File: src/rtl/pe_ctrl_pkg.sv
// Shared types and helpers for the PE convolution sequencer.
package pe_ctrl_pkg;

    // Width of the weight-shift index driven to the PE (K <= 6).
    localparam int unsigned ShiftWidth = 3;

    typedef enum logic [1:0] {
        Mode2x3x3 = 2'b00,
        Mode4x4   = 2'b01,
        Mode5x5   = 2'b10,
        Mode6x6   = 2'b11
    } mode_e;

    typedef enum logic [1:0] {
        StIdle  = 2'b00,
        StLoad  = 2'b01,
        StRun   = 2'b10,
        StDrain = 2'b11
    } state_e;

    // Number of weight shifts per window for a given mode.
    function automatic logic [ShiftWidth-1:0] mode_to_k(input logic [1:0] mode);
        logic [ShiftWidth-1:0] k;
        unique case (mode)
            Mode2x3x3: k = ShiftWidth'(3);
            Mode4x4:   k = ShiftWidth'(4);
            Mode5x5:   k = ShiftWidth'(5);
            Mode6x6:   k = ShiftWidth'(6);
            default:   k = ShiftWidth'(3);
        endcase
        return k;
    endfunction

endpackage

File: src/rtl/pe_ctrl_lat_pipe.sv
// Fixed-latency valid+tag delay line. Output appears Depth cycles after input.
// o_busy reports any valid bit still in flight.
module pe_ctrl_lat_pipe #(
    parameter int unsigned Depth    = 2,
    parameter int unsigned TagWidth = 3
) (
    input  logic                i_clk,
    input  logic                i_rst_n,
    input  logic                i_valid,
    input  logic [TagWidth-1:0] i_tag,
    output logic                o_valid,
    output logic [TagWidth-1:0] o_tag,
    output logic                o_busy
);

    logic [Depth-1:0]               valid_q;
    logic [Depth-1:0][TagWidth-1:0] tag_q;

    // Shift valid and tag one stage per cycle; synchronous clear on reset.
    always_ff @(posedge i_clk) begin
        if (!i_rst_n) begin
            valid_q <= '0;
            tag_q   <= '0;
        end else begin
            valid_q[0] <= i_valid;
            tag_q[0]   <= i_tag;
            for (int unsigned i = 1; i < Depth; i++) begin
                valid_q[i] <= valid_q[i-1];
                tag_q[i]   <= tag_q[i-1];
            end
        end
    end

    assign o_valid = valid_q[Depth-1];
    assign o_tag   = tag_q[Depth-1];
    assign o_busy  = |valid_q;

endmodule

File: src/rtl/pe_ctrl.sv
// Sequencer for the 6x6 PE convolution datapath: latches a layer config, loads
// the weight rows, streams windows while stepping the weight-shift index, and
// flags PE results after a fixed latency.
// Optional: define PE_CTRL_PERF_EN to add the o_stall_cnt performance counter.
module pe_ctrl
    import pe_ctrl_pkg::*;
#(
    parameter int unsigned DATA_WIDTH  = 8,
    parameter int unsigned ROW_NUM     = 6,
    parameter int unsigned WADDR_WIDTH = 8,
    parameter int unsigned WIN_WIDTH   = 16,
    parameter int unsigned WMEM_RD_LAT = 1,
    parameter int unsigned PSUM_LAT    = 2
) (
    input  logic                   i_clk,
    input  logic                   i_rst_n,
    input  logic                   i_start,
    input  logic [1:0]             i_mode,
    input  logic                   i_3x3_sel,
    input  logic [3:0]             i_psum_shift,
    input  logic [WADDR_WIDTH-1:0] i_wgt_base,
    input  logic [WIN_WIDTH-1:0]   i_num_win,
    input  logic                   i_img_valid,
    output logic                   o_img_ready,
    output logic                   o_wmem_rd_en,
    output logic [WADDR_WIDTH-1:0] o_wmem_rd_addr,
    output logic [ROW_NUM-1:0]     o_wrf_wr_en,
    output logic [1:0]             o_mode,
    output logic                   o_3x3_sel,
    output logic [3:0]             o_psum_shift,
    output logic [ShiftWidth-1:0]  o_wgt_shift,
    output logic                   o_psum_valid,
    output logic [ShiftWidth-1:0]  o_psum_shift_tag,
    output logic                   o_busy,
    output logic                   o_done
`ifdef PE_CTRL_PERF_EN
    ,
    output logic [31:0]            o_stall_cnt
`endif
);

    localparam int unsigned RowIdxW = (ROW_NUM > 1) ? $clog2(ROW_NUM) : 1;
    localparam int unsigned RowCntW = $clog2(ROW_NUM + 1);

    // Reject degenerate configurations at elaboration.
    if (DATA_WIDTH == 0 || ROW_NUM == 0 || WMEM_RD_LAT == 0 || PSUM_LAT == 0) begin : g_bad_param
        $error("pe_ctrl: DATA_WIDTH, ROW_NUM, WMEM_RD_LAT and PSUM_LAT must be non-zero");
    end

    state_e                 state_q, state_d;
    logic [1:0]             mode_q;
    logic                   sel_q;
    logic [3:0]             psum_shift_q;
    logic [WADDR_WIDTH-1:0] wgt_base_q;
    logic [WIN_WIDTH-1:0]   num_win_q;
    logic [RowCntW-1:0]     rd_cnt_q, rd_cnt_d;
    logic [ShiftWidth-1:0]  shift_q, shift_d;
    logic [WIN_WIDTH-1:0]   win_cnt_q, win_cnt_d;

    logic                   cfg_load;
    logic                   rd_en;
    logic                   done;
    logic                   handshake;
    logic                   last_shift;
    logic                   last_win;
    logic                   last_wr;
    logic [ShiftWidth-1:0]  k_val;
    logic [ShiftWidth-1:0]  wgt_shift;
    logic                   wrf_valid;
    logic [RowIdxW-1:0]     wrf_tag;
    logic                   wrf_busy;
    logic                   psum_busy;

    assign cfg_load   = (state_q == StIdle) && i_start;
    assign k_val      = mode_to_k(mode_q);
    assign handshake  = (state_q == StRun) && i_img_valid;
    assign last_shift = (shift_q == (k_val - ShiftWidth'(1)));
    assign last_win   = (win_cnt_q == (num_win_q - WIN_WIDTH'(1)));
    assign last_wr    = wrf_valid && (wrf_tag == RowIdxW'(ROW_NUM - 1));
    assign wgt_shift  = (state_q == StRun) ? shift_q : '0;

    // Latch the layer configuration on an accepted start.
    always_ff @(posedge i_clk) begin
        if (!i_rst_n) begin
            mode_q       <= '0;
            sel_q        <= 1'b0;
            psum_shift_q <= '0;
            wgt_base_q   <= '0;
            num_win_q    <= '0;
        end else if (cfg_load) begin
            mode_q       <= i_mode;
            sel_q        <= i_3x3_sel;
            psum_shift_q <= i_psum_shift;
            wgt_base_q   <= i_wgt_base;
            num_win_q    <= i_num_win;
        end
    end

    // FSM state and sequencing counters.
    always_ff @(posedge i_clk) begin
        if (!i_rst_n) begin
            state_q   <= StIdle;
            rd_cnt_q  <= '0;
            shift_q   <= '0;
            win_cnt_q <= '0;
        end else begin
            state_q   <= state_d;
            rd_cnt_q  <= rd_cnt_d;
            shift_q   <= shift_d;
            win_cnt_q <= win_cnt_d;
        end
    end

    // Next-state, counter update, read strobe and completion pulse.
    always_comb begin
        state_d   = state_q;
        rd_cnt_d  = rd_cnt_q;
        shift_d   = shift_q;
        win_cnt_d = win_cnt_q;
        rd_en     = 1'b0;
        done      = 1'b0;
        unique case (state_q)
            StIdle: begin
                if (i_start) begin
                    state_d  = StLoad;
                    rd_cnt_d = '0;
                end
            end
            StLoad: begin
                if (rd_cnt_q < RowCntW'(ROW_NUM)) begin
                    rd_en    = 1'b1;
                    rd_cnt_d = rd_cnt_q + RowCntW'(1);
                end
                if (last_wr) begin
                    state_d   = (num_win_q == '0) ? StDrain : StRun;
                    shift_d   = '0;
                    win_cnt_d = '0;
                end
            end
            StRun: begin
                if (i_img_valid) begin
                    if (last_shift) begin
                        shift_d   = '0;
                        win_cnt_d = win_cnt_q + WIN_WIDTH'(1);
                        if (last_win) begin
                            state_d = StDrain;
                        end
                    end else begin
                        shift_d = shift_q + ShiftWidth'(1);
                    end
                end
            end
            StDrain: begin
                // Finish only once no result or weight write is still in flight.
                if (!(psum_busy || wrf_busy)) begin
                    done    = 1'b1;
                    state_d = StIdle;
                end
            end
            default: state_d = StIdle;
        endcase
    end

    // Delays each weight read to its register-file write enable.
    pe_ctrl_lat_pipe #(
        .Depth    (WMEM_RD_LAT),
        .TagWidth (RowIdxW)
    ) u_wrf_pipe (
        .i_clk   (i_clk),
        .i_rst_n (i_rst_n),
        .i_valid (rd_en),
        .i_tag   (rd_cnt_q[RowIdxW-1:0]),
        .o_valid (wrf_valid),
        .o_tag   (wrf_tag),
        .o_busy  (wrf_busy)
    );

    // Carries each accepted window and its shift index to the result flag.
    pe_ctrl_lat_pipe #(
        .Depth    (PSUM_LAT),
        .TagWidth (ShiftWidth)
    ) u_psum_pipe (
        .i_clk   (i_clk),
        .i_rst_n (i_rst_n),
        .i_valid (handshake),
        .i_tag   (wgt_shift),
        .o_valid (o_psum_valid),
        .o_tag   (o_psum_shift_tag),
        .o_busy  (psum_busy)
    );

    // One-hot decode of the delayed row index into register-file write enables.
    always_comb begin
        o_wrf_wr_en = '0;
        for (int unsigned r = 0; r < ROW_NUM; r++) begin
            o_wrf_wr_en[r] = wrf_valid && (wrf_tag == RowIdxW'(r));
        end
    end

    assign o_img_ready    = (state_q == StRun);
    assign o_wmem_rd_en   = rd_en;
    assign o_wmem_rd_addr = wgt_base_q + WADDR_WIDTH'(rd_cnt_q);
    assign o_mode         = mode_q;
    assign o_3x3_sel      = sel_q;
    assign o_psum_shift   = psum_shift_q;
    assign o_wgt_shift    = wgt_shift;
    assign o_busy         = (state_q != StIdle) && !done;
    assign o_done         = done;

`ifdef PE_CTRL_PERF_EN
    logic [31:0] stall_cnt_q;

    // Count RUN cycles starved of input; saturates, cleared by a new start.
    always_ff @(posedge i_clk) begin
        if (!i_rst_n) begin
            stall_cnt_q <= '0;
        end else if (cfg_load) begin
            stall_cnt_q <= '0;
        end else if ((state_q == StRun) && !i_img_valid && (stall_cnt_q != '1)) begin
            stall_cnt_q <= stall_cnt_q + 32'd1;
        end
    end

    assign o_stall_cnt = stall_cnt_q;
`endif

endmodule

File: config.mk
export PLATFORM = sky130hd
export DESIGN_NAME = pe_ctrl
export DESIGN_NICKNAME = d
export VERILOG_FILES = /design/src/rtl/pe_ctrl_pkg.sv /design/src/rtl/pe_ctrl_lat_pipe.sv /design/src/rtl/pe_ctrl.sv
export SDC_FILE = /design/constraint.sdc
export NUM_CORES = 1
export LEC_CHECK = 0
export CAP_MARGIN = 20
export CELL_PAD_IN_SITES_DETAIL_PLACEMENT = 2
export CELL_PAD_IN_SITES_GLOBAL_PLACEMENT = 2
export CORE_UTILIZATION = 31
export DETAILED_ROUTE_END_ITERATION = 10
export HOLD_SLACK_MARGIN = 0.1
export PLACE_DENSITY_LB_ADDON = 0.1
export SETUP_SLACK_MARGIN = 0.1
export SYNTH_ARGS = -nofsm -noshare
export SYNTH_HDL_FRONTEND = slang
export SYNTH_SLANG_ARGS = --single-unit
export TNS_END_PERCENT = 5
File: constraint.sdc
create_clock -name i_clk -period 2.96 [get_ports i_clk]
set_clock_uncertainty 0.05 [all_clocks]
set_input_delay 0.296 -clock i_clk [delete_from_list [all_inputs] [get_ports i_clk]]
set_output_delay 0.296 -clock i_clk [all_outputs]
set_load 0.02 [all_outputs]
==> impl_metrics.yaml <==
status:
  outcome: "finished, final reports clean"
grt:
  grt_antenna_before_repair: 0
  gr-usage-all-layers_pct: 18.7
  grt.overflow.total: 0
  grt_max_degree: 34
  grt_pass1_vias: 3262
  grt_pass1_wl_mm: 16.6
critical_path:
  cp.arrival_ns: 2.45
  r2r-end: "state_q[1]$_SDFFE_PN0P_"
  crit_chain: "ha_1, a21o_1, a21oi_1, nor2b_1, nand4_1, xnor2_1, clkdlybuf4s50_1"
  reg2reg_depth: 9
  cp-start-kind: "flop"
  reg2reg_slack_ns: 0.30
  cpPeakStageDelay_ns: 0.63
  crit_type: "reg2out"
  r2r_start: "num_win_q[0]$_SDFFE_PN0P_"
  cpMaxStageDelayCell: "clkdlybuf4s50_1"
  crit_required_ns: 2.61
  path_max_fanout: 6
  crit_path_end_kind: "output pin"
routing:
  routedWlPerCell_um: 16.1
  routed_wl_mm: 10.3
  vias: 3176
  drt-initial-drc-count: 111
  drt-vias-per-instance: 4.94
  drc: 0
  first_pass_iters: 4
  ant_nets: 0
yosys:
  synth.avg_cell_area_sq_um: 8.29
  ys_ff_latch: 67
  synthCells: 435
  syn_nets: 483
  yosysSeqAreaShare_pct: 37.2
  synthDistinctLibCells: 56
  async_flop_share_pct: 0
  synth-main-ff-cell: "dfxtp_1"
  synth_warnings: 0
  synth_edf_count: 0
  synthesis.area_sq_mm: 0.00360
layout:
  antenna_cells: 0
  syn2layout_area_growth_pct: 32.7
  final_nets: 543
  utilization_pct: 42.1
  drive_gt1_share_pct: 7.00
  layout_commonest_cell: "nand2_1"
  design_area_sq_mm: 0.00478
  layout_common_cells: "nand2_1, dfxtp_1, clkdlybuf4s50_1, a21boi_0, nor2_1"
timing:
  period_needed_ns: 2.80
  finalSetupTns_ns: 0
  worst_pin_slew_ns: 0.804
  setup_violations: 0
  hold_violations: 0
  relSlewSlack_pct: 46.2
  fin_crit_sh_pct: 94.5
  rsz0062_at_grt: "true"
  timing.final.max_slew_violations: 0
  fmax_mhz: 358
clock_tree:
  clk_transition_reported_paths_ns: 0.05
  holdBufCountCts: 0
  cts-root-buf: "clkbuf_16"
  cts_max_level: 3
  cts_buffers: 9
  cts_tree: "yes"
  clock-sinks: 67
  clock_latency_ns: 0.34
  clock_path_buffers: 2
hold_path:
  worstHoldStart: "u_psum_pipe.tag_q[2]$_SDFF_PN0_"
  hp-class: "reg2reg"
  hold_depth: 1
  min_to: "u_psum_pipe.o_tag[2]$_SDFF_PN0_"
job:
  cap_violations: 0
pwr:
  pwr-share-clk_pct: 35.7
  seq_power_share_pct: 30.5
  leakagePower_nw: 1.85
  power_density_mw_per_mm2: 793
  p_int_mw: 2.53
  switching_power_mw: 1.26
  ir_drop_mv: 0.502
  switching_share_pct: 33.3
  p_comb_share_pct: 33.8
floorplan:
  dieHeight_um: 110
  ios: 67
  die_w_um: 110
  die_area_sq_mm: 0.0121
  core_sq_mm: 0.0114
  start_util_pct: 31.7
  rows: 39
place:
  place_area_sq_mm: 0.00440
  port_buffers: 66
  dp_hpwl_mm: 7.74
  gp_congestion: 0.757
## worst max-delay path: cells and delay by family (launching register included)
family,cells,cell delay [ns]
AND/OR/NAND/NOR,2,0.22
adder cells (fa/ha/maj),1,0.28
buffers and inverters,1,0.63
AO/OA/AOI/OAI,2,0.39
flip-flops,1,0.46
XOR/XNOR,1,0.13
## sequential cells by signal (all words and copies together) (netlist names)
register / cells
o_mode: 2
state_q: 2
num_win_q: 16
o_psum_shift: 4
win_cnt_q: 16
wgt_base_q: 8
u_psum_pipe.tag_q: 3
u_psum_pipe.o_tag: 3
shift_q: 3
u_wrf_pipe.o_busy: 1
u_psum_pipe.valid_q: 2
o_3x3_sel: 1
rd_cnt_q: 3
u_wrf_pipe.o_tag: 3
## cells by family (layout without fill, tap and decap cells)
logic type / after synthesis / in the layout / synth area share [%]
AND/OR/NAND/NOR: 199 / 199 / 27.8
flip-flops: 67 / 67 / 37.2
AO/OA/AOI/OAI: 66 / 66 / 13.6
XOR/XNOR: 43 / 43 / 10.4
buffers and inverters: 42 / 107 / 4.79
adder cells (fa/ha/maj): 13 / 13 / 4.72
multiplexers: 5 / 5 / 1.42
## area by class of cell
class,count,area (sq um)
Timing Repair Buffer,73,727
Sequential cell,67,1340
Fill cell,1262,6590
Multi-Input combinational cell,326,2090
Inverter,18,67.6
Clock inverter,4,120
Tap cell,143,179
Clock buffer,12,256
## power by group through the flow
stage	logic, mW	registers (mW)	clock network (mW)
final	1.28	1.16	1.35
after global routing	1.41	1.18	1.43
after CTS	1.30	1.16	1.39
after detailed placement	1.29	1.18	0
after global placement	1.25	1.17	0
after floorplan	0.849	1.15	0
## per-stage QoR
step / hold WS (ns) / power, mW / worst slack [ns] / instances
final: 0.382 / 3.79 / 0.163 / 643
after detailed placement: 0.374 / 2.47 / 0.283 / 627
after CTS: 0.386 / 3.86 / 0.0115 / 643
after floorplan: 0.362 / 2.00 / 0.478 / 435
after global routing: 0.406 / 4.02 / 0.00452 / 643
after global placement: 0.364 / 2.42 / 0.417 / 627
## routing by layer
| layer | share of wire (%) | vias to the layer above | track usage, % |
|---|---|---|---|
| met3 | 4.6 | 11 | 6.64 |
| met5 | 0 | - | 0 |
| met4 | 1.2 | 0 | 5.71 |
| li1 | - | 1575 | - |
| met1 | 47 | 1538 | 22.7 |
| met2 | 47 | 52 | 30.6 |
## what timing repair did
item                       in CTS  in global routing
setup endpoints to repair       2                  4
resized for setup               1                  1
pin swaps                       0                  0
setup buffers                   0                  0
## cells in the mapped netlist, drive strengths merged (2+ instances only)
master,number,area (sq um)
nand2,86,323
dfxtp,67,1340
a21boi,34,255
nor2,30,113
xnor2,28,245
clkbuf,19,71.3
inv,18,67.6
and2,15,93.8
xor2,15,131
ha,12,150
nand3,12,60.1
nor3,10,60.1
and3,8,50.1
nor4,7,56.3
o21ai,7,35.0
a21oi,6,45.1
buf,5,33.8
nand4,5,31.3
mux2i,4,40.0
nor2b,4,25.0
or3,4,25.0
a22oi,3,22.5
nand3b,3,22.5
nor3b,3,22.5
o22ai,3,18.8
nor4b,2,17.5
or4,2,18.8
## worst max path at each step
stage                                    startpoint                    endpoint  slack (ns)  cells past startpoint
after floorplan             state_q[0]$_SDFFE_PN0P_  win_cnt_q[14]$_SDFFE_PN0P_        0.48                      8
after global placement    num_win_q[0]$_SDFFE_PN0P_     state_q[1]$_SDFFE_PN0P_        0.42                      9
after detailed placement  num_win_q[0]$_SDFFE_PN0P_     state_q[1]$_SDFFE_PN0P_        0.28                      9
after CTS                  rd_cnt_q[0]$_SDFFE_PN0P_           o_wmem_rd_addr[4]        0.01                      7
after global routing       rd_cnt_q[1]$_SDFFE_PN0P_           o_wmem_rd_addr[7]       0.005                      7
final                      rd_cnt_q[1]$_SDFFE_PN0P_           o_wmem_rd_addr[7]        0.16                      7
Power figures use the tool's default switching activity.
